$ cat config.mk
export PLATFORM = sky130hd
export DESIGN_NAME = read_from_lcd
export DESIGN_NICKNAME = d
export VERILOG_FILES = /design/src/rtl/lcd_pkg.sv /design/src/rtl/lcd_bus_cycle.sv /design/src/rtl/read_from_lcd.sv
export SDC_FILE = /design/constraint.sdc
export NUM_CORES = 1
export LEC_CHECK = 0
export BUFFER_PORTS_ARGS = -buffer_cell sky130_fd_sc_hd__buf_2
export CAP_MARGIN = 10
export CORE_MARGIN = 4
export CORE_UTILIZATION = 57
export DETAILED_ROUTE_END_ITERATION = 10
export PLACE_DENSITY = 0.85
export SYNTH_ARGS = -nofsm -noshare
export SYNTH_HDL_FRONTEND = slang
export SYNTH_SLANG_ARGS = --single-unit
$ cat constraint.sdc
create_clock -name clock -period 5.3 [get_ports clock]
set_input_delay 0.53 -clock clock [delete_from_list [all_inputs] [get_ports clock]]
set_output_delay 0.53 -clock clock [all_outputs]
set_load 0.01 [all_outputs]
$ cat src/rtl/lcd_pkg.sv
`default_nettype none
// ============================================================================
// Module      : lcd_pkg
// Description : Shared definitions for the HD44780-style line reader: the
//               controller state encoding, LCD command/ASCII constants and
//               the character decode helper.
// Revision    : 1.0 - initial release
// ============================================================================
package lcd_pkg;

  // Controller states, explicitly encoded so the width is fixed at 3 bits.
  typedef enum logic [2:0] {
    IDLE      = 3'd0,
    SET_ADDR  = 3'd1,
    POLL_BF   = 3'd2,
    READ_CHAR = 3'd3,
    DONE      = 3'd4
  } lcd_state_e;

  localparam logic [7:0] LCD_SET_DDRAM  = 8'h80;
  localparam logic [7:0] LCD_LINE2_BASE = 8'h40;
  localparam logic [7:0] ASCII_ZERO     = 8'h30;
  localparam logic [7:0] ASCII_ONE      = 8'h31;

  // Returns {error, bit}: '1' -> 1, '0' -> 0, anything else -> 0 with error.
  function automatic logic [1:0] decode_char(input logic [7:0] c);
    if (c == ASCII_ONE) begin
      return 2'b01;
    end else if (c == ASCII_ZERO) begin
      return 2'b00;
    end else begin
      return 2'b10;
    end
  endfunction

endpackage
`default_nettype wire

$ cat src/rtl/lcd_bus_cycle.sv
`default_nettype none
// ============================================================================
// Module      : lcd_bus_cycle
// Description : Generates the EN timing of one LCD bus cycle: one setup
//               cycle (EN low), EN_HIGH_CYCLES cycles with EN high, one hold
//               cycle (EN low). Cycles repeat back-to-back while i_run is
//               held high.
// Ports       : clk, rst_n   - clock, asynchronous active-low reset
//               i_run        - a bus cycle is wanted (controller in bus state)
//               o_en         - LCD EN pin
//               o_sample     - last EN-high cycle; read data is captured here
//               o_done       - hold cycle; the bus cycle completes at its end
// Revision    : 1.0 - initial release
// ============================================================================
module lcd_bus_cycle #(
  parameter int EN_HIGH_CYCLES = 2
) (
  input  logic clk,
  input  logic rst_n,
  input  logic i_run,
  output logic o_en,
  output logic o_sample,
  output logic o_done
);

  localparam int PW = $clog2(EN_HIGH_CYCLES + 2);
  localparam logic [PW-1:0] c_LAST_EN = PW'(EN_HIGH_CYCLES);
  localparam logic [PW-1:0] c_HOLD    = PW'(EN_HIGH_CYCLES + 1);

  // Phase 0 = setup, 1..EN_HIGH_CYCLES = EN high, EN_HIGH_CYCLES+1 = hold.
  logic [PW-1:0] r_phase;

  always_ff @(posedge clk or negedge rst_n) begin
    if (!rst_n) begin
      r_phase <= '0;
    end else if (!i_run || (r_phase == c_HOLD)) begin
      r_phase <= '0;
    end else begin
      r_phase <= r_phase + PW'(1);
    end
  end

  assign o_en     = (r_phase != '0) && (r_phase <= c_LAST_EN);
  assign o_sample = i_run && (r_phase == c_LAST_EN);
  assign o_done   = i_run && (r_phase == c_HOLD);

endmodule
`default_nettype wire

$ cat src/rtl/read_from_lcd.sv
`default_nettype none
// ============================================================================
// Module      : read_from_lcd
// Description : Reads one 16-character line from an HD44780-style LCD and
//               decodes the ASCII '0'/'1' characters into a 16-bit word
//               (first character = MSB). Sets the DDRAM address, polls the
//               busy flag (bounded by BF_TIMEOUT) and then performs 16 data
//               reads relying on the panel's address auto-increment.
// Ports       : clock, reset       - clock, asynchronous active-low reset
//               start, line_select - request (1 cycle) and line 0/1 select
//               lcd_data_in        - bus as driven by the panel
//               lcd_data_out, data_oe, enable, rs, rw - LCD bus control
//               word_out, word_valid - decoded line and completion strobe
//               busy, decode_error, timeout - status
// Revision    : 1.0 - initial release
// ============================================================================
module read_from_lcd
  import lcd_pkg::*;
#(
  parameter int EN_HIGH_CYCLES = 2,
  parameter int BF_TIMEOUT     = 255
) (
  input  logic        clock,
  input  logic        reset,
  input  logic        start,
  input  logic        line_select,
  input  logic [7:0]  lcd_data_in,
  output logic [7:0]  lcd_data_out,
  output logic        data_oe,
  output logic        enable,
  output logic        rs,
  output logic        rw,
  output logic [15:0] word_out,
  output logic        word_valid,
  output logic        busy,
  output logic        decode_error,
  output logic        timeout
);

  localparam int PCW = (BF_TIMEOUT < 2) ? 1 : $clog2(BF_TIMEOUT);
  localparam logic [PCW-1:0] c_POLL_LAST = PCW'(BF_TIMEOUT - 1);

  lcd_state_e     r_state;
  logic           r_line;
  logic           r_bf;
  logic [PCW-1:0] r_polls;
  logic [3:0]     r_char;
  logic [15:0]    r_shift;
  logic [15:0]    r_word;
  logic           r_derr;
  logic           r_tout;

  logic       w_run;
  logic       w_sample;
  logic       w_done;
  logic [1:0] w_char;

  assign w_run  = (r_state == SET_ADDR) || (r_state == POLL_BF) ||
                  (r_state == READ_CHAR);
  assign w_char = decode_char(lcd_data_in);

  lcd_bus_cycle #(
    .EN_HIGH_CYCLES(EN_HIGH_CYCLES)
  ) u_bus (
    .clk      (clock),
    .rst_n    (reset),
    .i_run    (w_run),
    .o_en     (enable),
    .o_sample (w_sample),
    .o_done   (w_done)
  );

  always_ff @(posedge clock or negedge reset) begin
    if (!reset) begin
      r_state <= IDLE;
      r_line  <= 1'b0;
      r_bf    <= 1'b0;
      r_polls <= '0;
      r_char  <= 4'd0;
      r_shift <= 16'd0;
      r_word  <= 16'd0;
      r_derr  <= 1'b0;
      r_tout  <= 1'b0;
    end else begin
      case (r_state)
        IDLE: begin
          if (start) begin
            r_state <= SET_ADDR;
            r_line  <= line_select;
            r_derr  <= 1'b0;
            r_tout  <= 1'b0;
            r_polls <= '0;
            r_char  <= 4'd0;
          end
        end
        SET_ADDR: begin
          if (w_done) begin
            r_state <= POLL_BF;
          end
        end
        POLL_BF: begin
          if (w_sample) begin
            r_bf <= lcd_data_in[7];
          end
          // The flag captured on the EN-high sample decides at cycle end.
          if (w_done) begin
            if (!r_bf) begin
              r_state <= READ_CHAR;
            end else if (r_polls == c_POLL_LAST) begin
              r_tout  <= 1'b1;
              r_state <= IDLE;
            end else begin
              r_polls <= r_polls + PCW'(1);
            end
          end
        end
        READ_CHAR: begin
          // Shifting in from the LSB leaves character k at bit 15-k.
          if (w_sample) begin
            r_shift <= {r_shift[14:0], w_char[0]};
            if (w_char[1]) begin
              r_derr <= 1'b1;
            end
          end
          if (w_done) begin
            if (r_char == 4'd15) begin
              r_state <= DONE;
              r_word  <= r_shift;
            end else begin
              r_char <= r_char + 4'd1;
            end
          end
        end
        DONE: begin
          r_state <= IDLE;
        end
        default: begin
          r_state <= IDLE;
        end
      endcase
    end
  end

  // Bus control is a pure decode of the state, so reset releases the bus
  // in the same instant it forces the controller back to IDLE.
  always_comb begin
    lcd_data_out = 8'h00;
    data_oe      = 1'b0;
    rs           = 1'b0;
    rw           = 1'b0;
    case (r_state)
      SET_ADDR: begin
        data_oe      = 1'b1;
        lcd_data_out = LCD_SET_DDRAM | (r_line ? LCD_LINE2_BASE : 8'h00);
      end
      POLL_BF: begin
        rw = 1'b1;
      end
      READ_CHAR: begin
        rs = 1'b1;
        rw = 1'b1;
      end
      default: begin
        lcd_data_out = 8'h00;
      end
    endcase
  end

  assign word_out     = r_word;
  assign word_valid   = (r_state == DONE);
  assign busy         = w_run;
  assign decode_error = r_derr;
  assign timeout      = r_tout;

endmodule
`default_nettype wire

== Word-level counts from Yosys, hierarchy flattened ==
Cells that the tools add are included.

* Logic and storage cells: 90
* ROM bits: 0
* Input port bits: 12
* Memory bits (writable): 0
* Output and inout port bits: 32
* Memories kept: 0
* Latch bits: 0
* Register bits after elaboration: 53

* Reductions and logical operators: 21
* Multipliers: 0
* Shift-type cells: 0
* Equal/unequal tests: 22
* Bitwise operators: 0
* Order comparisons: 1
* Muxes and demuxes: 33
* Div/mod/pow operators: 0
* Add/subtract/negate cells: 3

{| class="wikitable"
|+ Operators with widths
! kind !! number
|-
| 8-bit 2-to-1 mux || 5
|-
| 3-bit 2-to-1 mux || 7
|-
| 8-bit by 6-bit == test with 1-bit output, second input constant || 2
|-
| 8-bit case mux with 2 select lines || 1
|-
| 4-bit 2-to-1 mux || 3
|-
| 2-bit by 1-bit != test with 1-bit output, second input constant || 6
|-
| 3-bit case mux with 4 select lines || 1
|-
| 2-bit != test, second input constant || 5
|-
| 5-bit AND reduction || 2
|-
| 1-bit 2-to-1 mux || 9
|-
| 8-bit by 1-bit adder with 8-bit output, second input constant || 1
|-
| 8-bit == test, second input constant || 1
|-
| 4-bit case mux with 2 select lines || 1
|-
| 4-bit AND reduction || 2
|-
| 7-bit 2-to-1 mux || 1
|-
| 3-bit by 2-bit == test with 1-bit output, second input constant || 2
|-
| 2-bit 2-to-1 mux || 3
|-
| 2-bit AND reduction || 3
|-
| 6-bit AND reduction || 1
|-
| 2-bit nonzero test || 3
|-
| 4-bit by 1-bit adder with 4-bit output, second input constant || 1
|-
| 2-bit == test, second input constant || 2
|-
| 4-bit == test, second input constant || 1
|-
| 1-bit case mux with 2 select lines || 2
|-
| 11 further kinds || 15
|}

== Longest topological paths before layout ==
Gate-level depths: netlist of the first run.

* Depth after elaboration: 6
* Gate-level depth with buffers: 6
* Gate-level depth less buffers: 6

== Hierarchy ==
From an unflattened synthesis of the first run, not the netlist that was laid out.

* Cells, all modules: 205
* Area, all modules: 2,502.4 um2

{| class="wikitable"
|+ By module, submodules not included
! module !! sequential area each (um2) !! area an instance (um2) !! instances !! cells each
|-
| read_from_lcd || 1,276.2 || 2,388.5 || 1 || 195
|-
| lcd_bus_cycle || 50.0 || 113.9 || 1 || 10
|}

== Worst setup path before layout of the first run ==
No wires, ideal clock.

* Kind: register -> output
* Start point: register r_state[1]
* End point: output lcd_data_out[6]
* Buffers on the path: 1
* Path slack: 3,509 ps
* Cell stages (with the launch flop): 4
* Required time: 4,770 ps
* Data arrival time: 1,261 ps
* Path through: dfrtp_1 -> buf_1 -> nor3b_1 -> and2_1

* Word-level cells in the longest chain between the ends: 2

{| class="wikitable"
|+ RTL lines
! element !! RTL line !! text
|-
| start, declared || read_from_lcd.sv:43 || <nowiki>lcd_state_e r_state;</nowiki>
|-
| start signal, assigned || read_from_lcd.sv:75 || <nowiki>r_state <= IDLE;</nowiki>
|-
| start signal, assigned || read_from_lcd.sv:88 || <nowiki>r_state <= SET_ADDR;</nowiki>
|-
| start signal, assigned || read_from_lcd.sv:98 || <nowiki>r_state <= POLL_BF;</nowiki>
|-
| 3-bit by 1-bit == test with 1-bit output || read_from_lcd.sv:151 || <nowiki>case (r_state)</nowiki>
|-
| 8-bit 2-to-1 mux || read_from_lcd.sv:151 ||
|-
| end, declared || read_from_lcd.sv:28 || <nowiki>output logic [7:0] lcd_data_out,</nowiki>
|}

No other way between the ends.

== Worst setup path after layout of the first run ==
* Start point: register r_state[0]
* End point: output lcd_data_out[6]

The elaborated chain is that of the path after synthesis.

==> results of run 1 <==
-- sequential cells by signal (all words and copies together), names as in the netlist --
name / cells
r_polls: 8
r_state: 3
u_bus.r_phase: 2
r_shift: 16
timeout: 1
decode_error: 1
r_char: 4
r_line: 1
word_out: 16
r_bf: 1
-- stage by stage --
stage / power (mW) / cells / setup WS (ns)
floorplan: 0.793 / 208 / 3.51
global placement: 0.862 / 281 / 3.36
detailed placement: 0.882 / 281 / 3.30
CTS: 1.20 / 289 / 3.09
global route: 1.26 / 289 / 3.00
finish: 1.19 / 289 / 3.08
-- Yosys cell counts, types with 2 or more instances --
library cell	number
sky130_fd_sc_hd__mux2i_1	4
sky130_fd_sc_hd__ha_1	5
sky130_fd_sc_hd__nand2b_1	2
sky130_fd_sc_hd__buf_2	4
sky130_fd_sc_hd__nand2_1	20
sky130_fd_sc_hd__and2_1	2
sky130_fd_sc_hd__a21oi_1	6
sky130_fd_sc_hd__inv_1	9
sky130_fd_sc_hd__nor3_1	2
sky130_fd_sc_hd__nor2_1	4
sky130_fd_sc_hd__nor4_1	2
sky130_fd_sc_hd__dfrtp_1	53
sky130_fd_sc_hd__and3b_1	2
sky130_fd_sc_hd__a311oi_1	2
sky130_fd_sc_hd__nand4_1	5
sky130_fd_sc_hd__o31ai_1	4
sky130_fd_sc_hd__nand3_1	6
sky130_fd_sc_hd__o21ai_0	7
sky130_fd_sc_hd__and3_1	2
sky130_fd_sc_hd__nor2b_1	2
sky130_fd_sc_hd__buf_4	7
sky130_fd_sc_hd__buf_1	2
sky130_fd_sc_hd__or4_1	3
sky130_fd_sc_hd__mux2_2	31
-- layout make-up --
class | count | area [µm²]
Timing Repair Buffer | 38 | 193
Fill cell | 301 | 1320
Sequential cell | 53 | 1330
Clock buffer | 5 | 68.8
Clock inverter | 3 | 65.1
Multi-Input combinational cell | 131 | 993
Tap cell | 50 | 62.6
Inverter | 9 | 33.8
-- cells by family (layout without fill, tap and decap cells) --
group	count (synthesis)	count (layout)
adder cells (fa/ha/maj)	5	5
AND/OR/NAND/NOR	60	60
multiplexers	35	35
other	1	6
AO/OA/AOI/OAI	25	25
flip-flops	53	53
buffers and inverters	24	55
-- worst max-delay path by stage --
stage	slack, ns	start	end	depth (start not counted)
6_report	3.08	r_state[0]	lcd_data_out[6]	3
5_1_grt	3.00	r_state[0]	lcd_data_out[6]	3
3_3_place_gp	3.36	start	r_char[3]	5
3_5_place_dp	3.30	start	r_char[3]	5
4_1_cts	3.09	r_state[0]	lcd_data_out[6]	3
2_1_floorplan	3.51	r_state[1]	lcd_data_out[6]	3
-- power by group through the flow --
stage | clock (mW) | sequential (mW) | combinational, mW
floorplan | 0 | 0.559 | 0.234
global placement | 0 | 0.585 | 0.278
detailed placement | 0 | 0.590 | 0.291
CTS | 0.325 | 0.583 | 0.293
global route | 0.338 | 0.599 | 0.325
finish | 0.320 | 0.585 | 0.288
-- per-layer routing --
layer	global-route usage (%)	routed length, µm
met1	23.6	2050
met2	27.0	2090
met3	5.34	214
met4	7.24	91
met5	0	0
==> results.json, run 1 <==
{
  "cts.sinks": 53,
  "drt_iter0_markers": 118,
  "vdd.ir_drop.worst_v": 0.000228,
  "avgRoutedWirePerCell_um": 15.4,
  "run_status": "complete, no violations",
  "coreArea_um2": 4060,
  "place_hpwl_mm": 3.09,
  "maximum_operating_frequency_mhz": 450,
  "rr_worst_depth": 4,
  "sequential_cell_area_fraction_in_the_yosys_report_pct": 54.6,
  "slew_headroom_pct": 46.1,
  "grt_max_degree": 54,
  "crit_type": "reg2out",
  "fraction_of_layout_instances_using_a_drive_strength_above_1_pct": 33.9,
  "synth-simple-area-share_pct": 14.2,
  "pwr_density_cell_nw_per_um2": 435,
  "finalWeightedCongestion": 0.836,
  "yosys_warnings": 0,
  "worst-path-buf-inv": 1,
  "floorplan.initialDensity_pct": 59.9,
  "r2r-end": "r_char[3]",
  "antenna_cells_inserted": 0,
  "drt-vias-per-instance": 5.65,
  "finish.net_count": 255,
  "globalRouteOverflowTotal": 0,
  "regToRegSetupSlack_ns": 3.27,
  "crit_fanout": 13,
  "synth-seq-cells": 53,
  "detailedRoute.firstPassIterationCount": 4,
  "synth_top_family_by_area": "multiplexers",
  "cts-root-buf": "sky130_fd_sc_hd__clkbuf_8",
  "ctsLongestPathBuffers": 2,
  "die_width_um": 73.3,
  "final_max_slew_viol_count": 0,
  "cts_hold_buf": 0,
  "worstSetupStartpointType": "flip-flop",
  "required_ns": 4.77,
  "route.vias.total": 1634,
  "slowest_stage": "sky130_fd_sc_hd__dfrtp_1",
  "synth.largest_area_cell": "sky130_fd_sc_hd__dfrtp_1",
  "worst-slew-pin-transition_ns": 0.807,
  "synth-async-reset-ratio_pct": 100,
  "critical_path.max_stage_delay_ns": 0.58,
  "groute.usage.overall_pct": 17.7,
  "clock_skew_ns": 0.0106,
  "dpl_cell_area_um2": 2610,
  "placement_rows": 23,
  "die_height_um": 73.3,
  "post_synth_main_area_contributors": "sky130_fd_sc_hd__dfrtp_1, sky130_fd_sc_hd__mux2_2, sky130_fd_sc_hd__nand2_1, sky130_fd_sc_hd__ha_1, sky130_fd_sc_hd__buf_4",
  "max_cap_viol_count": 0,
  "share_of_the_synthesized_netlist_area_taken_by_xor_and_xnor_gates_pct": 0,
  "grt_first_pass_wirelength_mm": 7.29,
  "cell_internal_pwr_uw": 819,
  "postCtsSetupBuffers": 0,
  "port-buffer-count": 37,
  "p_sw_share_pct": 31.3,
  "ys.flop_type": "sky130_fd_sc_hd__dfrtp_1",
  "timing.critical_path.cells": "nor3b_1, and2_1, buf_2",
  "syn_inst": 203,
  "finalSetupViolations": 0,
  "critical_path.top_delay_family": "simple AND/OR/NAND/NOR gates",
  "mostFrequentLayoutCells": "sky130_fd_sc_hd__dfrtp_1, sky130_fd_sc_hd__buf_2, sky130_fd_sc_hd__mux2_2",
  "number_of_antenna_violations_at_the_first_check_in_global_routing": 0,
  "p_switching_uw": 374,
  "tns_ns": 0,
  "worst_min_path_class": "in2async",
  "wirelength_mm": 4.45,
  "area_growth_pct": 12.9,
  "p_leak_nw": 1.44,
  "finalCritPeriodShare_pct": 42.0,
  "insertion_delay_ns": 0.32,
  "tritoncts": "yes",
  "crit_path_end_kind": "output pin",
  "netlist_area_um2": 2430,
  "final.min_clock_period_ns": 2.22,
  "antenna_violating_nets_post_route": 0,
  "clk_transition_reported_paths_ns": 0.09,
  "clock_h_tree_levels": 2,
  "grt_setup_unrepaired": "no",
  "share_seq_of_total_power_pct": 49.0,
  "resized_cells_post_cts": 0,
  "clock_power_share_pct": 26.8,
  "synth.top_cell.area_share_pct": 54.6,
  "worst_reg2reg_startpoint": "r_state[2]",
  "avgSynthCellArea_um2": 12.0,
  "synthMuxAreaShare_pct": 16.0,
  "synth_adder_area_share_pct": 2.57,
  "design.portCount": 44,
  "count_of_flip_flops_with_a_built_in_enable_after_synthesis": 0,
  "tritoncts.num_buffers": 5,
  "synth_compound_area_share_pct": 7.16,
  "comb_power_share_pct": 24.2,
  "drt_drc_violations_left": 0,
  "synthDistinctLibCells": 41,
  "final.hold.worst_slack_ns": 0.316,
  "via_count_of_the_first_global_routing_pass": 1560,
  "fp.dieArea_um2": 5370,
  "mostFrequentLayoutCell": "sky130_fd_sc_hd__dfrtp_1",
  "layout.core_utilization_pct": 67.6,
  "hold_viol": 0,
  "postLayoutCellArea_um2": 2740,
  "cp_data_arrival_time_ns": 1.69
}
No activity file was read; power rests on OpenSTA's default activity.
==> run 2: changes to the inputs <==
ABC_AREA = 1   (was default)
CORE_UTILIZATION = 56   (was 57)
PLACE_DENSITY = 0.83   (was 0.85)
clock period = 2.16 ns   (was 5.3 ns; I/O delays follow)
==> run 2 against run 1 <==
Effect of this change: power rose by 150%; final area up 9.5%; worst hold slack worse by 0.20 ns; die area increased by 11%; first-iteration DRC count down 9.3%; critical endpoint is now word_out[13]; largest power group unchanged.
==> results.json, run 2 <==
{
  "drt_drc_violations_left": 0,
  "tns_ns": 0,
  "crit_end": "word_out[13]",
  "worst-slew-pin-transition_ns": 0.588,
  "worstSetupStartpointType": "flip-flop",
  "port-buffer-count": 37,
  "ctsLongestPathBuffers": 2,
  "via_count_of_the_first_global_routing_pass": 1957,
  "run_status": "complete, no violations",
  "detailedRoute.firstPassIterationCount": 4,
  "synth-simple-area-share_pct": 28.5,
  "antenna_cells_inserted": 0,
  "rr_worst_depth": 6,
  "cts-root-buf": "sky130_fd_sc_hd__clkbuf_8",
  "worst_reg2reg_startpoint": "r_char[0]",
  "post_synth_main_area_contributors": "sky130_fd_sc_hd__dfrtp_1, sky130_fd_sc_hd__nand2_1, sky130_fd_sc_hd__o21ai_2, sky130_fd_sc_hd__inv_1, sky130_fd_sc_hd__nor2_1",
  "crit_path_end_kind": "flip-flop",
  "p_switching_mw": 1.12,
  "crit_fanout": 33,
  "required_ns": 2.35,
  "drt_iter0_markers": 107,
  "finalCritPeriodShare_pct": 77.6,
  "cts.sinks": 53,
  "clk_transition_reported_paths_ns": 0.10,
  "synth_top_family_by_area": "simple AND/OR/NAND/NOR gates",
  "pwr_density_cell_nw_per_um2": 977,
  "cp_data_arrival_time_ns": 1.87,
  "antenna_violating_nets_post_route": 0,
  "synthMuxAreaShare_pct": 0,
  "number_of_antenna_violations_at_the_first_check_in_global_routing": 0,
  "yosys.cell_count.top_type": "sky130_fd_sc_hd__nand2_1",
  "crit_type": "reg2reg",
  "finish.net_count": 382,
  "regToRegSetupSlack_ns": 0.48,
  "cell_internal_pwr_mw": 1.82,
  "comb_power_share_pct": 33.9,
  "finalWeightedCongestion": 0.813,
  "yosys_warnings": 0,
  "grt_max_degree": 34,
  "dpl_cell_area_um2": 2880,
  "hold_viol": 0,
  "fin_total_pwr_mw": 2.93,
  "maximum_operating_frequency_mhz": 597,
  "avgSynthCellArea_um2": 8.22,
  "placement_rows": 24,
  "vdd.ir_drop.worst_v": 0.000783,
  "synth.largest_area_cell": "sky130_fd_sc_hd__dfrtp_1",
  "count_of_flip_flops_with_a_built_in_enable_after_synthesis": 0,
  "synth-async-reset-ratio_pct": 100,
  "netlist_area_um2": 2680,
  "place_hpwl_mm": 3.62,
  "critical_path.max_stage_delay_ns": 0.42,
  "clock_h_tree_levels": 2,
  "die_width_um": 77.2,
  "tritoncts.num_buffers": 5,
  "postCtsSetupBuffers": 0,
  "hold_path.startpoint": "line_select",
  "p_sw_share_pct": 38.0,
  "sequential_cell_area_fraction_in_the_yosys_report_pct": 49.5,
  "synth.top_cell.area_share_pct": 49.5,
  "clock_skew_ns": 0.00627,
  "critPathLaunch": "r_char[0]",
  "share_seq_of_total_power_pct": 42.8,
  "synthDistinctLibCells": 26,
  "grt_setup_unrepaired": "no",
  "fraction_of_layout_instances_using_a_drive_strength_above_1_pct": 23.2,
  "final.min_clock_period_ns": 1.68,
  "die_height_um": 77.2,
  "syn_inst": 326,
  "max_cap_viol_count": 0,
  "tritoncts": "yes",
  "route.vias.total": 2079,
  "grt_first_pass_wirelength_mm": 8.69,
  "synth_adder_area_share_pct": 2.33,
  "mostFrequentLayoutCell": "sky130_fd_sc_hd__nand2_1",
  "drt-vias-per-instance": 4.97,
  "avgRoutedWirePerCell_um": 11.9,
  "synth-seq-cells": 53,
  "share_of_the_synthesized_netlist_area_taken_by_xor_and_xnor_gates_pct": 0.653,
  "groute.usage.overall_pct": 17.9,
  "postLayoutCellArea_um2": 3000,
  "worst_min_path_class": "in2reg",
  "p_leak_nw": 1.55,
  "floorplan.initialDensity_pct": 59.5,
  "design.portCount": 44,
  "insertion_delay_ns": 0.31,
  "area_growth_pct": 12.0,
  "finalSetupViolations": 0,
  "final_max_slew_viol_count": 0,
  "synth_compound_area_share_pct": 9.29,
  "ys_top_cells_by_count": "sky130_fd_sc_hd__nand2_1, sky130_fd_sc_hd__dfrtp_1, sky130_fd_sc_hd__inv_1",
  "clock_power_share_pct": 23.3,
  "most_used_cell_cp": "sky130_fd_sc_hd__nand2_1",
  "ys.flop_type": "sky130_fd_sc_hd__dfrtp_1",
  "slowest_stage": "sky130_fd_sc_hd__dfrtp_1",
  "mostFrequentLayoutCells": "sky130_fd_sc_hd__nand2_1, sky130_fd_sc_hd__dfrtp_1, sky130_fd_sc_hd__buf_2",
  "slew_headroom_pct": 60.8,
  "wirelength_mm": 4.99,
  "timing.critical_path.cells": "ha_1, nand2_1, nor2_1, nand3_4, nand2_1, o21ai_2",
  "globalRouteOverflowTotal": 0,
  "fp.dieArea_um2": 5960,
  "coreArea_um2": 4500,
  "r2r-end": "word_out[13]"
}
## run 2: cell types whose count changed in the layout (fill, tap and decap cells not counted), moves of 5 or more
cell and delta:
sky130_fd_sc_hd__o21ai_0 -6, sky130_fd_sc_hd__nand2_1 +91, sky130_fd_sc_hd__nand3_1 +9, sky130_fd_sc_hd__mux2_2 -31
sky130_fd_sc_hd__nand2_2 +5, sky130_fd_sc_hd__inv_2 +8, sky130_fd_sc_hd__o21ai_2 +16, sky130_fd_sc_hd__o21ai_1 +16
sky130_fd_sc_hd__inv_1 +23, sky130_fd_sc_hd__nor2_1 +26
## run 2: logic make-up after synthesis
group	count (synthesis)
other	1
XOR/XNOR	2
adder cells (fa/ha/maj)	5
AO/OA/AOI/OAI	37
buffers and inverters	53
flip-flops	53
AND/OR/NAND/NOR	175
## run 2: worst min-delay path by stage
stage | end | cells past startpoint
6_report | r_line | 3
5_1_grt | r_line | 3
4_1_cts | r_line | 3
3_5_place_dp | r_state[1] | 1
3_3_place_gp | r_state[1] | 1
2_1_floorplan | decode_error | 0
## run 2: through the flow
step	setup slack [ns]	cells	hold slack (ns)	util, %
4_1_cts	0.456	418	0.114	66.7
3_5_place_dp	0.488	409	0.252	64.0
5_1_grt	0.298	418	0.115	66.7
3_3_place_gp	0.552	409	0.250	64.0
2_1_floorplan	0.859	331	-0.0796	-
6_report	0.484	418	0.115	66.7
## run 2: cell type report
class                      instances  area (µm²)
sequential                        53        1330
tap                               52        65.1
inverter                          40         150
timing repair buffer              40         235
clock buffer                       5        68.8
clock inverter                     3        43.8
fill                             369        1500
multi-input combinational        225        1110
## run 2: per-layer routing
metal	global-route usage (%)	up-vias	wire length [µm]
met1	21.6	944	2180
met4	6.05	0	92
li1	-	1076	-
met3	4.33	10	256
met2	31.1	49	2460
met5	0	-	0
## run 2: repair_timing
item                                   in CTS  in global routing
hold buffers                                1                  0
endpoints found under the hold margin      24                  0
resized for setup                           0                  0
## run 2: power groups by stage
stage	Sequential (mW)	Clock (mW)	Combinational, mW
floorplan	1.26	0	0.738
global route	1.28	0.740	1.13
finish	1.26	0.683	0.995
global placement	1.27	0	0.972
detailed placement	1.27	0	0.995
CTS	1.26	0.697	1.01
## run 2: worst max-delay path, delay by kind of cell (launching register included)
family                   cells  cell delay, ns
adder cells (fa/ha/maj)      1            0.19
flip-flops                   1            0.42
AO/OA/AOI/OAI                1            0.06
AND/OR/NAND/NOR              4            0.87
